## config.mk

```make
export PLATFORM = sky130hd
export DESIGN_NAME = register_file
export DESIGN_NICKNAME = d
export VERILOG_FILES = /design/src/rtl/riscv_pkg.sv /design/src/rtl/regfile_read_port.sv /design/src/rtl/register_file.sv
export SDC_FILE = /design/constraint.sdc
export NUM_CORES = 2
export LEC_CHECK = 0
export BUFFER_PORTS_ARGS = -buffer_cell sky130_fd_sc_hd__buf_4
export CAP_MARGIN = 10
export CORE_MARGIN = 4
export CORE_UTILIZATION = 55
export CTS_CLUSTER_DIAMETER = 40
export DETAILED_ROUTE_END_ITERATION = 10
export PLACE_DENSITY_LB_ADDON = 0.05
export SKIP_CTS_REPAIR_TIMING = 1
export SYNTH_ARGS = -nofsm -noshare
export SYNTH_HDL_FRONTEND = slang
export SYNTH_SLANG_ARGS = --single-unit
export TNS_END_PERCENT = 5
```

## constraint.sdc

```tcl
create_clock -name clk -period 4.1 [get_ports clk]
set_clock_uncertainty 0.15 [all_clocks]
set_input_delay 0.41 -clock clk [delete_from_list [all_inputs] [get_ports clk]]
set_output_delay 0.41 -clock clk [all_outputs]
set_load 0.02 [all_outputs]
```

## src/rtl/riscv_pkg.sv

```systemverilog
// Shared RV32I core constants and types.
package riscv_pkg;

    localparam int unsigned XLEN          = 32;
    localparam int unsigned NUM_ARCH_REGS = 32;
    localparam int unsigned REG_ADDR_W    = $clog2(NUM_ARCH_REGS);

    typedef logic [REG_ADDR_W-1:0] reg_addr_t;

endpackage

```

## src/rtl/regfile_read_port.sv

```systemverilog
// One combinational read port: range check, hardwired-zero rule and write bypass.
module regfile_read_port
    import riscv_pkg::*;
#(
    parameter int unsigned WIDTH    = XLEN,
    parameter int unsigned NUM_REGS = NUM_ARCH_REGS,
    parameter bit          ZERO_REG = 1'b1,
    parameter bit          BYPASS   = 1'b1,
    localparam int unsigned ADDR_W  = $clog2(NUM_REGS)
) (
    input  logic [WIDTH-1:0]  mem [NUM_REGS],
    input  logic [ADDR_W-1:0] rd_addr,
    input  logic              rst,
    input  logic              wr_en,
    input  logic [ADDR_W-1:0] wr_addr,
    input  logic [WIDTH-1:0]  wr_data,
    output logic [WIDTH-1:0]  rd_data
);

    localparam logic [ADDR_W:0] REG_LIMIT = (ADDR_W+1)'(NUM_REGS);

    logic addr_ok;
    logic bypass_hit;

    // An address matching a write is valid for both, so bypass needs no separate write check.
    always_comb begin
        addr_ok    = ({1'b0, rd_addr} < REG_LIMIT) && !(ZERO_REG && (rd_addr == '0));
        bypass_hit = BYPASS && wr_en && !rst && (wr_addr == rd_addr);
        rd_data    = '0;
        if (addr_ok) begin
            rd_data = bypass_hit ? wr_data : mem[rd_addr];
        end
    end

endmodule

```

## src/rtl/register_file.sv

```systemverilog
// Multi-ported integer register file: one synchronous write port, NUM_READ combinational reads.
module register_file
    import riscv_pkg::*;
#(
    parameter int unsigned WIDTH    = XLEN,
    parameter int unsigned NUM_REGS = NUM_ARCH_REGS,
    parameter int unsigned NUM_READ = 2,
    parameter bit          ZERO_REG = 1'b1,
    parameter bit          BYPASS   = 1'b1,
    localparam int unsigned ADDR_W  = $clog2(NUM_REGS)
) (
    input  logic              clk,
    input  logic              rst,
    input  logic              wr_en,
    input  logic [ADDR_W-1:0] wr_addr,
    input  logic [WIDTH-1:0]  wr_data,
    input  logic [ADDR_W-1:0] rd_addr [NUM_READ],
    output logic [WIDTH-1:0]  rd_data [NUM_READ]
);

    localparam logic [ADDR_W:0] REG_LIMIT = (ADDR_W+1)'(NUM_REGS);

    logic [WIDTH-1:0] mem_q [NUM_REGS];
    logic [WIDTH-1:0] mem_d [NUM_REGS];
    logic             wr_ok;

    // Out-of-range and zero-register writes are dropped here, so entry 0 never leaves reset value.
    always_comb begin
        wr_ok = wr_en && ({1'b0, wr_addr} < REG_LIMIT) && !(ZERO_REG && (wr_addr == '0));
        mem_d = mem_q;
        if (wr_ok) begin
            mem_d[wr_addr] = wr_data;
        end
    end

    always_ff @(posedge clk) begin
        if (rst) begin
            for (int unsigned i = 0; i < NUM_REGS; i++) begin
                mem_q[i] <= '0;
            end
        end else begin
            mem_q <= mem_d;
        end
    end

    for (genvar g = 0; g < NUM_READ; g++) begin : g_rd
        regfile_read_port #(
            .WIDTH    (WIDTH),
            .NUM_REGS (NUM_REGS),
            .ZERO_REG (ZERO_REG),
            .BYPASS   (BYPASS)
        ) u_rd (
            .mem     (mem_q),
            .rd_addr (rd_addr[g]),
            .rst     (rst),
            .wr_en   (wr_en),
            .wr_addr (wr_addr),
            .wr_data (wr_data),
            .rd_data (rd_data[g])
        );
    end

endmodule
```

; Word-level counts from Yosys, hierarchy flattened
; Index checks and enable logic that the tools add are counted.
[word_totals]
register_bits = 1024
in_bits = 50
wordCells = 64
[classes]
n_lt_le_gt_ge = 4
n_eq_ne = 2
n_mux = 13
bitwise = 3
reduce_logical = 10
[op_table]
columns = cell, count
row1 = 1024-bit bitwise mux, 1
row2 = 32-bit binary-select mux with 5-bit select, 2
row3 = 32-bit two-way mux, 9
row4 = 32-bit demux with 5-bit select, 1
row5 = "6-bit >= comparator, second input constant", 3
row6 = 5-bit NOT with 6-bit output, 3
row7 = 5-bit zero test, 3
row8 = 5-bit equality test, 2
row9 = "6-bit by 1-bit < comparator with 1-bit output, second input constant", 1
row10 = 1-bit logical AND, 5
row11 = 1-bit zero test, 2

; Depth between registers and ports, before layout
[logic_depth]
ltp_word = 6
mapped_depth = 11

; Hierarchy
; A second synthesis with hierarchy kept.
[unflattened]
hier_cells = 4970
area_unflattened_um2 = 56661.8
[modules_own_cells]
columns = mod, instances, cells_per_inst, area_per_inst_um2, seq_area_each_um2
row1 = register_file, 1, 3432, 39014.9, 20499.7
row2 = regfile_read_port, 2, 769, 8823.5, 0.0

; Least setup slack after synthesis
; No wires, ideal clock.
[synth_path]
path_kind = in2out
startpoint = input port rd_addr[6] (netlist bit)
endpoint = output port rd_data[32] (netlist bit)
t_arrival_ns = 2.293
required_ns = 3.540
slack_ns = 1.247
stages = 6
path_buffers = 3
path_cell_list = clkbuf_1 -> buf_2 -> buf_1 -> mux4_2 -> mux4_2 -> a221o_1
[synth_rtl]
columns = element, line
row1 = "start, declared", register_file.sv:17  ; input logic [ADDR_W-1:0] rd_addr [NUM_READ],
row2 = "end, declared", register_file.sv:18  ; output logic [WIDTH-1:0] rd_data [NUM_READ]

==> impl_metrics.json <==
{
  "firstDrtPassIters": 6,
  "route.detailed.drc": 0,
  "clock.fmax_mhz": 259,
  "cts_tree": "yes",
  "grt_usage_pct": 44.3,
  "cap_violations": 0,
  "synth.distinct_cells": 53,
  "hold_viol": 0,
  "finalCritPeriodShare_pct": 94.0,
  "max_flop_register": "mem_q",
  "synth_edf_count": 0,
  "nets": 6041,
  "synth-seq-cells": 1024,
  "filler_cell_count": 8053,
  "overflow": 0,
  "cts_buffers": 156,
  "cp_slowest_cell": "nor2b_1",
  "clockBufferDepth": 3,
  "crit_type": "primary input to output pin",
  "vias": 50800,
  "io_pins": 114,
  "port_buffers": 113,
  "synthAdderAreaFrac_pct": 0,
  "critical_path_required_ns": 3.54,
  "synthXorXnorAreaFrac_pct": 0.150,
  "syn-instance-count": 6151,
  "placed_area_sq_um": 54700,
  "grt_pass1_wl_mm": 330,
  "wl_per_cell_microns": 31.3,
  "path_cells": "buf_8 > nor2b_1 > a22o_1 > a21oi_1 > a21oi_1 > and4_1 > nor3_1 > buf_4 > buf_4",
  "setup_viol": 0,
  "power.density_nw_per_um2": 435,
  "final_antenna_net_count": 0,
  "status": "finished, final reports clean",
  "synth_top_family_by_area": "multiplexers",
  "postLayoutCoreUtil_pct": 63.7,
  "drtIter0Drc": 9014,
  "clk_latency_ns": 0.76,
  "ys_warn_count": 0,
  "hold_slack_ns": 0.0932,
  "async_reset_ff_share_pct": 0,
  "clock_sinks": 1024,
  "end_kind": "output pin",
  "multiInputGateArea_sq_um": 29600,
  "clk_pin_slew_ns": 0.05,
  "fin_area_sq_um": 60500,
  "cp-start-kind": "primary input",
  "vias_per_cell": 6.86,
  "path_buf_inv": 3,
  "synth_area_per_cell_sq_um": 8.57,
  "ys_seq_area_share_pct": 38.9,
  "worst_pin_slew_ns": 1.22,
  "synth_compound_area_share_pct": 15.9,
  "seqCellArea_sq_um": 20500,
  "syn_to_final_growth_pct": 14.9,
  "ir_drop_mv": 0.373,
  "die_x_microns": 318,
  "maxSlewHeadroom_pct": 18.8,
  "synth.area.mux_share_pct": 22.4,
  "fp-row-count": 113,
  "power_mw": 26.4,
  "coreArea_sq_um": 95000,
  "slowest_delay_ns": 0.98,
  "period_needed_ns": 3.86,
  "largest_reg_flops": 1024,
  "place_congestion": 0.936,
  "reg_top3": "mem_q x1024",
  "htreeDepth": 4,
  "rsz0062_at_grt": "false",
  "drive_above_1_share_pct": 17.5,
  "grt_pass1_vias": 47200,
  "die_y_microns": 318,
  "setup_tns_ns": 0,
  "syn_area_sq_um": 52700,
  "root_buffer": "clkbuf_16",
  "hp-class": "primary input to flip-flop",
  "grt_max_degree": 209,
  "initial_core_util_pct": 55.5,
  "antenna_found_initial": 16,
  "p_leak_nw": 20.4,
  "yosys.area_share.simple_pct": 17.1,
  "slew_violations": 0,
  "dieArea_sq_um": 101000,
  "cp.arrival_ns": 3.30,
  "hpwl_mm": 134,
  "synth.net_count": 6201,
  "crit_fanout": 32,
  "totalWireLength_mm": 232,
  "synth-main-ff-cell": "dfxtp_1",
  "crit_family": "simple AND/OR/NAND/NOR gates"
}
[metrics by stage]
step	worst slack, ns	instances
2_1_floorplan	1.25	6151
3_3_place_gp	0.418	7066
3_5_place_dp	0.430	7066
4_1_cts	0.415	7355
5_1_grt	0.137	7389
6_report	0.244	7403
[cells in the mapped netlist, types with 43 or more instances]
| cell type | number | share of area (%) |
|---|---|---|
| nand2_1 | 2029 | 14 |
| a21oi_1 | 1084 | 10 |
| dfxtp_1 | 1024 | 39 |
| clkbuf_1 | 495 | 3.5 |
| mux4_2 | 374 | 16 |
| mux2i_1 | 303 | 5.8 |
| a221oi_1 | 94 | 1.6 |
| nor2b_1 | 68 | 0.81 |
| nor2_1 | 66 | 0.47 |
| buf_2 | 65 | 0.62 |
| o21ai_0 | 54 | 0.51 |
| nor3_1 | 47 | 0.45 |
| a211oi_1 | 45 | 0.64 |
| a22oi_1 | 45 | 0.64 |
| buf_4 | 43 | 0.61 |
[layout make-up]
type                            instances  share of cell area, %
Timing Repair Buffer                  344                   5.43
Multi-Input combinational cell       4463                   49.0
Tap cell                             1265                   2.62
Inverter                                2                 0.0145
Clock buffer                          198                   7.27
Sequential cell                      1024                   33.9
Antenna cell                           16                 0.0662
Clock inverter                         91                   1.74
[cells by family (layout without fill, tap and decap cells)]
group | after synthesis | after routing
muxes | 706 | 706
DFF | 1024 | 1024
other | 0 | 16
xor gates and xnor gates | 9 | 9
buffers and inverters | 664 | 635
AOI/OAI and AO/OA | 1464 | 1464
and+or+nand+nor | 2284 | 2284
[where the power goes]
group          switching (mW)  total, mW  internal [mW]  leakage [nW]
Clock                    5.16       13.9           8.77          2.66
Sequential             0.0529       10.1           10.0          8.25
Combinational            1.62       2.34          0.729          9.47
Total                    6.83       26.4           19.5          20.4
[layout by cell type, fill, tap and decap left out, types with 15 or more instances in the layout]
cell type	count
o22ai_1	21
o21ai_0	54
a221o_1	40
nand2b_1	18
dfxtp_1	1024
clkbuf_1	16
o21bai_1	21
clkbuf_16	163
mux2_2	29
mux2i_1	303
nor2b_1	63
nor3_1	46
clkbuf_8	21
nand2_2	29
nor3b_1	17
a21oi_1	1084
dlygate4sd3_1	32
nor2_4	30
diode_2	16
a221oi_1	94
clkinvlp_4	17
nor2_1	35
clkinv_2	30
nand2_1	1998
inv_6	15
a211oi_1	45
buf_4	259
buf_12	46
bufinv_16	18
mux4_2	374
a22oi_1	45
[final timing paths]
path	startpoint	endpoint	slack (ns)	depth (start not counted)
worst max-delay path	rd_addr[0]	rd_data[6]	0.24	9
worst min-delay path	rst	mem_q[331]	0.09	3
worst max register to register	mem_q[737]	mem_q[737]	3.19	2
worst min register to register	mem_q[425]	mem_q[425]	0.31	2
[tightest hold or removal path: stages]
cell and delay, ns:
buf_8 0.12, buf_12 0.23, a21oi_1 0.19
[metal layers]
layer / track usage, % / up-vias / routed length (microns)
li1: - / 21300 / -
met1: 58.9 / 24200 / 82400
met2: 61.8 / 4299 / 95100
met3: 14.9 / 991 / 37100
met4: 27.9 / 6 / 16900
met5: 0 / - / 46
No activity file was read; power rests on OpenSTA's default activity.
